**config.mk**
```make
export PLATFORM = sky130hd
export DESIGN_NAME = hc595_ctrl
export DESIGN_NICKNAME = d
export VERILOG_FILES = /design/src/rtl/hc595_pkg.sv /design/src/rtl/hc595_phase_gen.sv /design/src/rtl/hc595_ctrl.sv
export SDC_FILE = /design/constraint.sdc
export NUM_CORES = 1
export LEC_CHECK = 0
export CAP_MARGIN = 25
export CORE_ASPECT_RATIO = 0.6
export CORE_UTILIZATION = 40
export CTS_CLUSTER_DIAMETER = 40
export DETAILED_ROUTE_END_ITERATION = 10
export PLACE_DENSITY = 0.73
export SYNTH_ARGS = -nofsm -noshare
export SYNTH_HDL_FRONTEND = slang
export SYNTH_SLANG_ARGS = --single-unit
```
**constraint.sdc**
```tcl
create_clock -name sys_clk -period 2.22 [get_ports sys_clk]
set_clock_uncertainty 0.1 [all_clocks]
set_input_delay 0.666 -clock sys_clk [delete_from_list [all_inputs] [get_ports sys_clk]]
set_output_delay 0.666 -clock sys_clk [all_outputs]
set_load 0.05 [all_outputs]
```
**src/rtl/hc595_pkg.sv**
```systemverilog
// Shared types and constants for the 74HC595 cascade driver.
// The frame width is fixed by the two-chip cascade on the board.
package hc595_pkg;

    typedef enum logic [1:0] {
        IDLE  = 2'd0,
        LOAD  = 2'd1,
        SHIFT = 2'd2,
        LATCH = 2'd3
    } state_t;

    localparam int FRAME_W         = 16;
    localparam int BYTE_W          = 8;
    localparam int BIT_CNT_W       = $clog2(FRAME_W);
    localparam int CLK_DIV_DEFAULT = 2;

    // Bits needed to count 0 .. 2*clk_div-1.
    function automatic int phase_width(input int clk_div);
        return (clk_div <= 1) ? 1 : $clog2(2 * clk_div);
    endfunction

endpackage

```
**src/rtl/hc595_phase_gen.sv**
```systemverilog
// Bit-period phase counter: runs 0..2*CLK_DIV-1 while enabled, held at 0 otherwise.
// Decoded strobes mark the data-change, clock-rise and end-of-period phases.
module hc595_phase_gen
    import hc595_pkg::*;
#(
    parameter int CLK_DIV = CLK_DIV_DEFAULT,
    parameter int PH_W    = phase_width(CLK_DIV)
) (
    input  logic            sys_clk,
    input  logic            sys_rst_n,
    input  logic            run,
    output logic [PH_W-1:0] phase,
    output logic            phase_zero,
    output logic            phase_mid,
    output logic            phase_last
);

    logic [PH_W-1:0] phase_reg;
    logic [PH_W-1:0] phase_next;

    assign phase_zero = (phase_reg == '0);
    assign phase_mid  = (phase_reg == PH_W'(CLK_DIV));
    assign phase_last = (phase_reg == PH_W'(2 * CLK_DIV - 1));
    assign phase      = phase_reg;

    always_comb begin
        phase_next = '0;
        if (run) begin
            phase_next = phase_last ? '0 : phase_reg + 1'b1;
        end
    end

    always_ff @(posedge sys_clk) begin
        if (!sys_rst_n) begin
            phase_reg <= '0;
        end else begin
            phase_reg <= phase_next;
        end
    end

endmodule

```
**src/rtl/hc595_ctrl.sv**
```systemverilog
// Serialises the scanner's {seg, sel} pair into two cascaded 74HC595s,
// one 16-bit frame after another, with registered pin outputs.
module hc595_ctrl
    import hc595_pkg::*;
#(
    parameter int CLK_DIV = CLK_DIV_DEFAULT
) (
    input  logic              sys_clk,
    input  logic              sys_rst_n,
    input  logic [BYTE_W-1:0] sel,
    input  logic [BYTE_W-1:0] seg,
    input  logic              seg_en,
    output logic              shcp,
    output logic              stcp,
    output logic              ds,
    output logic              oe,
    output logic              busy,
    output logic              frame_done
);

    localparam int PH_W = phase_width(CLK_DIV);

    state_t                 state_reg, state_next;
    logic [BIT_CNT_W-1:0]   bit_cnt_reg, bit_cnt_next;
    logic [FRAME_W-1:0]     shadow_reg, shadow_next;
    logic                   shcp_reg, shcp_next;
    logic                   stcp_reg, stcp_next;
    logic                   ds_reg, ds_next;
    logic                   oe_reg, oe_next;
    logic                   busy_reg, busy_next;
    logic                   frame_done_reg, frame_done_next;

    logic [PH_W-1:0]        phase;
    logic                   phase_zero;
    logic                   phase_mid;
    logic                   phase_last;
    logic                   phase_run;

    assign phase_run = (state_reg == SHIFT) || (state_reg == LATCH);

    hc595_phase_gen #(
        .CLK_DIV (CLK_DIV),
        .PH_W    (PH_W)
    ) u_phase_gen (
        .sys_clk    (sys_clk),
        .sys_rst_n  (sys_rst_n),
        .run        (phase_run),
        .phase      (phase),
        .phase_zero (phase_zero),
        .phase_mid  (phase_mid),
        .phase_last (phase_last)
    );

    always_comb begin
        state_next      = state_reg;
        bit_cnt_next    = bit_cnt_reg;
        shadow_next     = shadow_reg;
        shcp_next       = shcp_reg;
        stcp_next       = 1'b0;
        ds_next         = ds_reg;
        frame_done_next = 1'b0;
        oe_next         = ~seg_en;

        case (state_reg)
            IDLE: begin
                state_next = LOAD;
            end
            LOAD: begin
                shadow_next  = {seg, sel};
                bit_cnt_next = '0;
                state_next   = SHIFT;
            end
            SHIFT: begin
                if (phase_zero) begin
                    ds_next   = shadow_reg[FRAME_W-1];
                    shcp_next = 1'b0;
                end
                if (phase_mid) begin
                    shcp_next   = 1'b1;
                    shadow_next = shadow_reg << 1;
                end
                if (phase_last) begin
                    if (bit_cnt_reg == BIT_CNT_W'(FRAME_W - 1)) begin
                        state_next = LATCH;
                        // With CLK_DIV=1 the last rise shares this phase; let it through.
                        if (!phase_mid) begin
                            shcp_next = 1'b0;
                        end
                    end else begin
                        bit_cnt_next = bit_cnt_reg + 1'b1;
                    end
                end
            end
            LATCH: begin
                shcp_next = 1'b0;
                stcp_next = (phase < PH_W'(CLK_DIV));
                if (phase_last) begin
                    frame_done_next = 1'b1;
                    state_next      = IDLE;
                end
            end
            default: begin
                state_next = IDLE;
            end
        endcase

        busy_next = (state_next != IDLE);
    end

    always_ff @(posedge sys_clk) begin
        if (!sys_rst_n) begin
            state_reg      <= IDLE;
            bit_cnt_reg    <= '0;
            shadow_reg     <= '0;
            shcp_reg       <= 1'b0;
            stcp_reg       <= 1'b0;
            ds_reg         <= 1'b0;
            oe_reg         <= 1'b1;
            busy_reg       <= 1'b0;
            frame_done_reg <= 1'b0;
        end else begin
            state_reg      <= state_next;
            bit_cnt_reg    <= bit_cnt_next;
            shadow_reg     <= shadow_next;
            shcp_reg       <= shcp_next;
            stcp_reg       <= stcp_next;
            ds_reg         <= ds_next;
            oe_reg         <= oe_next;
            busy_reg       <= busy_next;
            frame_done_reg <= frame_done_next;
        end
    end

    assign shcp       = shcp_reg;
    assign stcp       = stcp_reg;
    assign ds         = ds_reg;
    assign oe         = oe_reg;
    assign busy       = busy_reg;
    assign frame_done = frame_done_reg;

endmodule

```
==> impl_metrics.tcl <==
set metrics [dict create \
    final_cell_area_mm2 0.001803 \
    hp-class "reg2reg" \
    placed_cell_area_mm2 0.001694 \
    diodes 0 \
    syn_avg_cell_area_um2 9.134 \
    syn_to_final_growth_pct 23.37 \
    worst_ep_required_time_ns 1.45 \
    top_layer "met4" \
    crit_buf_inv 1 \
    cp_slowest_cell "clkdlybuf4s50_1" \
    max_slew.worst_pin.slew_ns 0.6398 \
    cts_buffer_depth 2 \
    hold_viol 0 \
    critical_path_arrival_ns 1.38 \
    m1WireLength_um 1589 \
    dr.pass1.iters 4 \
    drive_gt1_share_pct 16.85 \
    critical-path-top-delay-family "buffers and inverters" \
    ys_types 34 \
    grt_max_degree 18 \
    dp_hpwl_um 2218 \
    synth_area_mm2 0.001461 \
    place.gp.congestion 0.8011 \
    start_kind "flop" \
    hold_buffers 0 \
    synthFlopType "dfxtp_1" \
    die_w_um 80.04 \
    dieArea_mm2 0.003907 \
    clkSinkCount 30 \
    fin_crit_sh_pct 96.74 \
    ys_warn_count 0 \
    insertion_delay_ns 0.29 \
    grt_pass1_wl_um 5119 \
    final_common_cell "nand2_1" \
    layout_common_cells "32 x nand2_1, 30 x dfxtp_1, 19 x clkdlybuf4s50_1, 16 x nor3_1, 11 x buf_4" \
    vias 1233 \
    drc 0 \
    detail_route.vias_per_cell 5.384 \
    cts_resized 0 \
    grt-ovfl-total 0 \
    p_leak_nw 0.7238 \
    antenna_found_initial 0 \
    die_y_um 48.82 \
    core_area_mm2 0.003363 \
    numCtsBuffers 5 \
    clk_pin_slew_ns 0.07 \
    portBuffers 24 \
    fillCellCount 304 \
    irDropWorstVdd_mv 0.3790 \
    grt_pass1_vias 1111 \
    htree_levels 2 \
    postSynth.asyncResetShare_pct 0 \
    rows 16 \
    route.met2.wl_um 1314 \
    ant_nets 0 \
    worstPathCellList "clkdlybuf4s50_1" \
    clock-root-buffer "clkbuf_8" \
    r2r_cells 3 \
    wl_per_cell_um 13.81 \
    status "completed" \
    synth_cells 160 \
    pwr_density_cell_mw_per_mm2 783.5 \
    fin_crit_ns 2.148 \
    slew_viol_final 0 \
    max_freq_ghz 0.4656 \
    initial_core_util_pct 43.45 \
    ios 25 \
    cp.depth 1 \
    routed_wl_um 3162 \
    synth_nets 184 \
    finalSetupTns_ns 0 \
    drt_iter0_markers 49 \
    slowest_delay_ns 0.79 \
    ys_seq_area_share_pct 41.10 \
    largest_reg_flops 16 \
    met3_wirelength_um 184 \
    grt_setup_unrepaired "false" \
    synth_edf_count 0 \
    post_cts_buffers 0 \
    setup_viol 0 \
    grt_util_all_layers_pct 17.81 \
    path_max_fanout 1 \
    cts_tree "built" \
    synth-seq-cells 30 \
    nNetsFinal 207 \
    cp-end-kind "output pin" \
    relSlewSlack_pct 57.35 \
    path_class "reg2out" \
    hold_depth 2 \
    drv_cap 0 \
    totalPowerFinal_w 0.001413 \
]
==> worst paths after layout <==
kind             startpoint       endpoint  slack, ns
max                      oe             oe       0.07
min          shadow_reg[15]             ds       0.37
max reg2reg    state_reg[0]  shadow_reg[8]       0.47
min reg2reg  shadow_reg[15]             ds       0.37
==> cell usage after synthesis (2+ instances only) <==
cell	instances	area, um2
o21ai_0	3	15.01
nand3_1	3	15.01
o21a_1	2	15.01
nor2_1	4	15.01
a21oi_1	3	15.01
a311oi_1	5	43.79
inv_1	7	26.28
clkbuf_1	2	7.510
o31ai_1	2	15.01
nor3_1	16	80.08
dfxtp_1	30	600.6
a211oi_1	2	15.01
buf_4	4	30.03
o211a_1	2	20.02
a311oi_2	10	150.1
ha_1	5	62.56
buf_2	4	20.02
and3_1	3	18.77
buf_6	3	33.78
nor2b_1	3	18.77
or3_1	3	18.77
nand2_1	32	120.1
==> cell type report <==
cell class	count	area (um2)	area share [%]
tap	45	56.30	3.123
timing repair buffer	30	272.8	15.13
sequential	30	600.6	33.31
clock buffer	5	68.82	3.817
clock inverter	3	40.04	2.221
inverter	7	26.28	1.457
multi-input combinational	109	738.2	40.94
==> power breakdown <==
| part | leakage (nW) | internal [W] | switching, W |
|---|---|---|---|
| clock | 0.0579 | 0.000330 | 0.000219 |
| sequential | 0.246 | 0.000585 | 0.0000356 |
| combinational | 0.420 | 0.000111 | 0.000132 |
==> layer usage <==
metal  track usage, %  vias up
met1            24.39      568
met5                0        -
li1                 -      618
met4            12.20        0
met2            23.65       40
met3            5.421        7
==> per-stage QoR <==
stage	instances	hold slack (ns)	utilization, %	setup WS, ns
finish	229	0.3718	53.61	0.07236
detailed placement	221	0.3679	50.37	0.3473
CTS	229	0.3714	53.61	0.05684
global route	229	0.4011	53.61	0.02614
global placement	221	0.3626	50.37	0.3773
floorplan	160	0.3444	-	0.6257
==> logic make-up after synthesis <==
logic type / after synthesis / share of synthesized area (%)
compound gates: 32 / 21.32
fa+ha+maj: 5 / 4.281
buf+inv: 21 / 8.391
flops: 30 / 41.10
simple gates: 72 / 24.92
(Power assumes the default switching activity.)
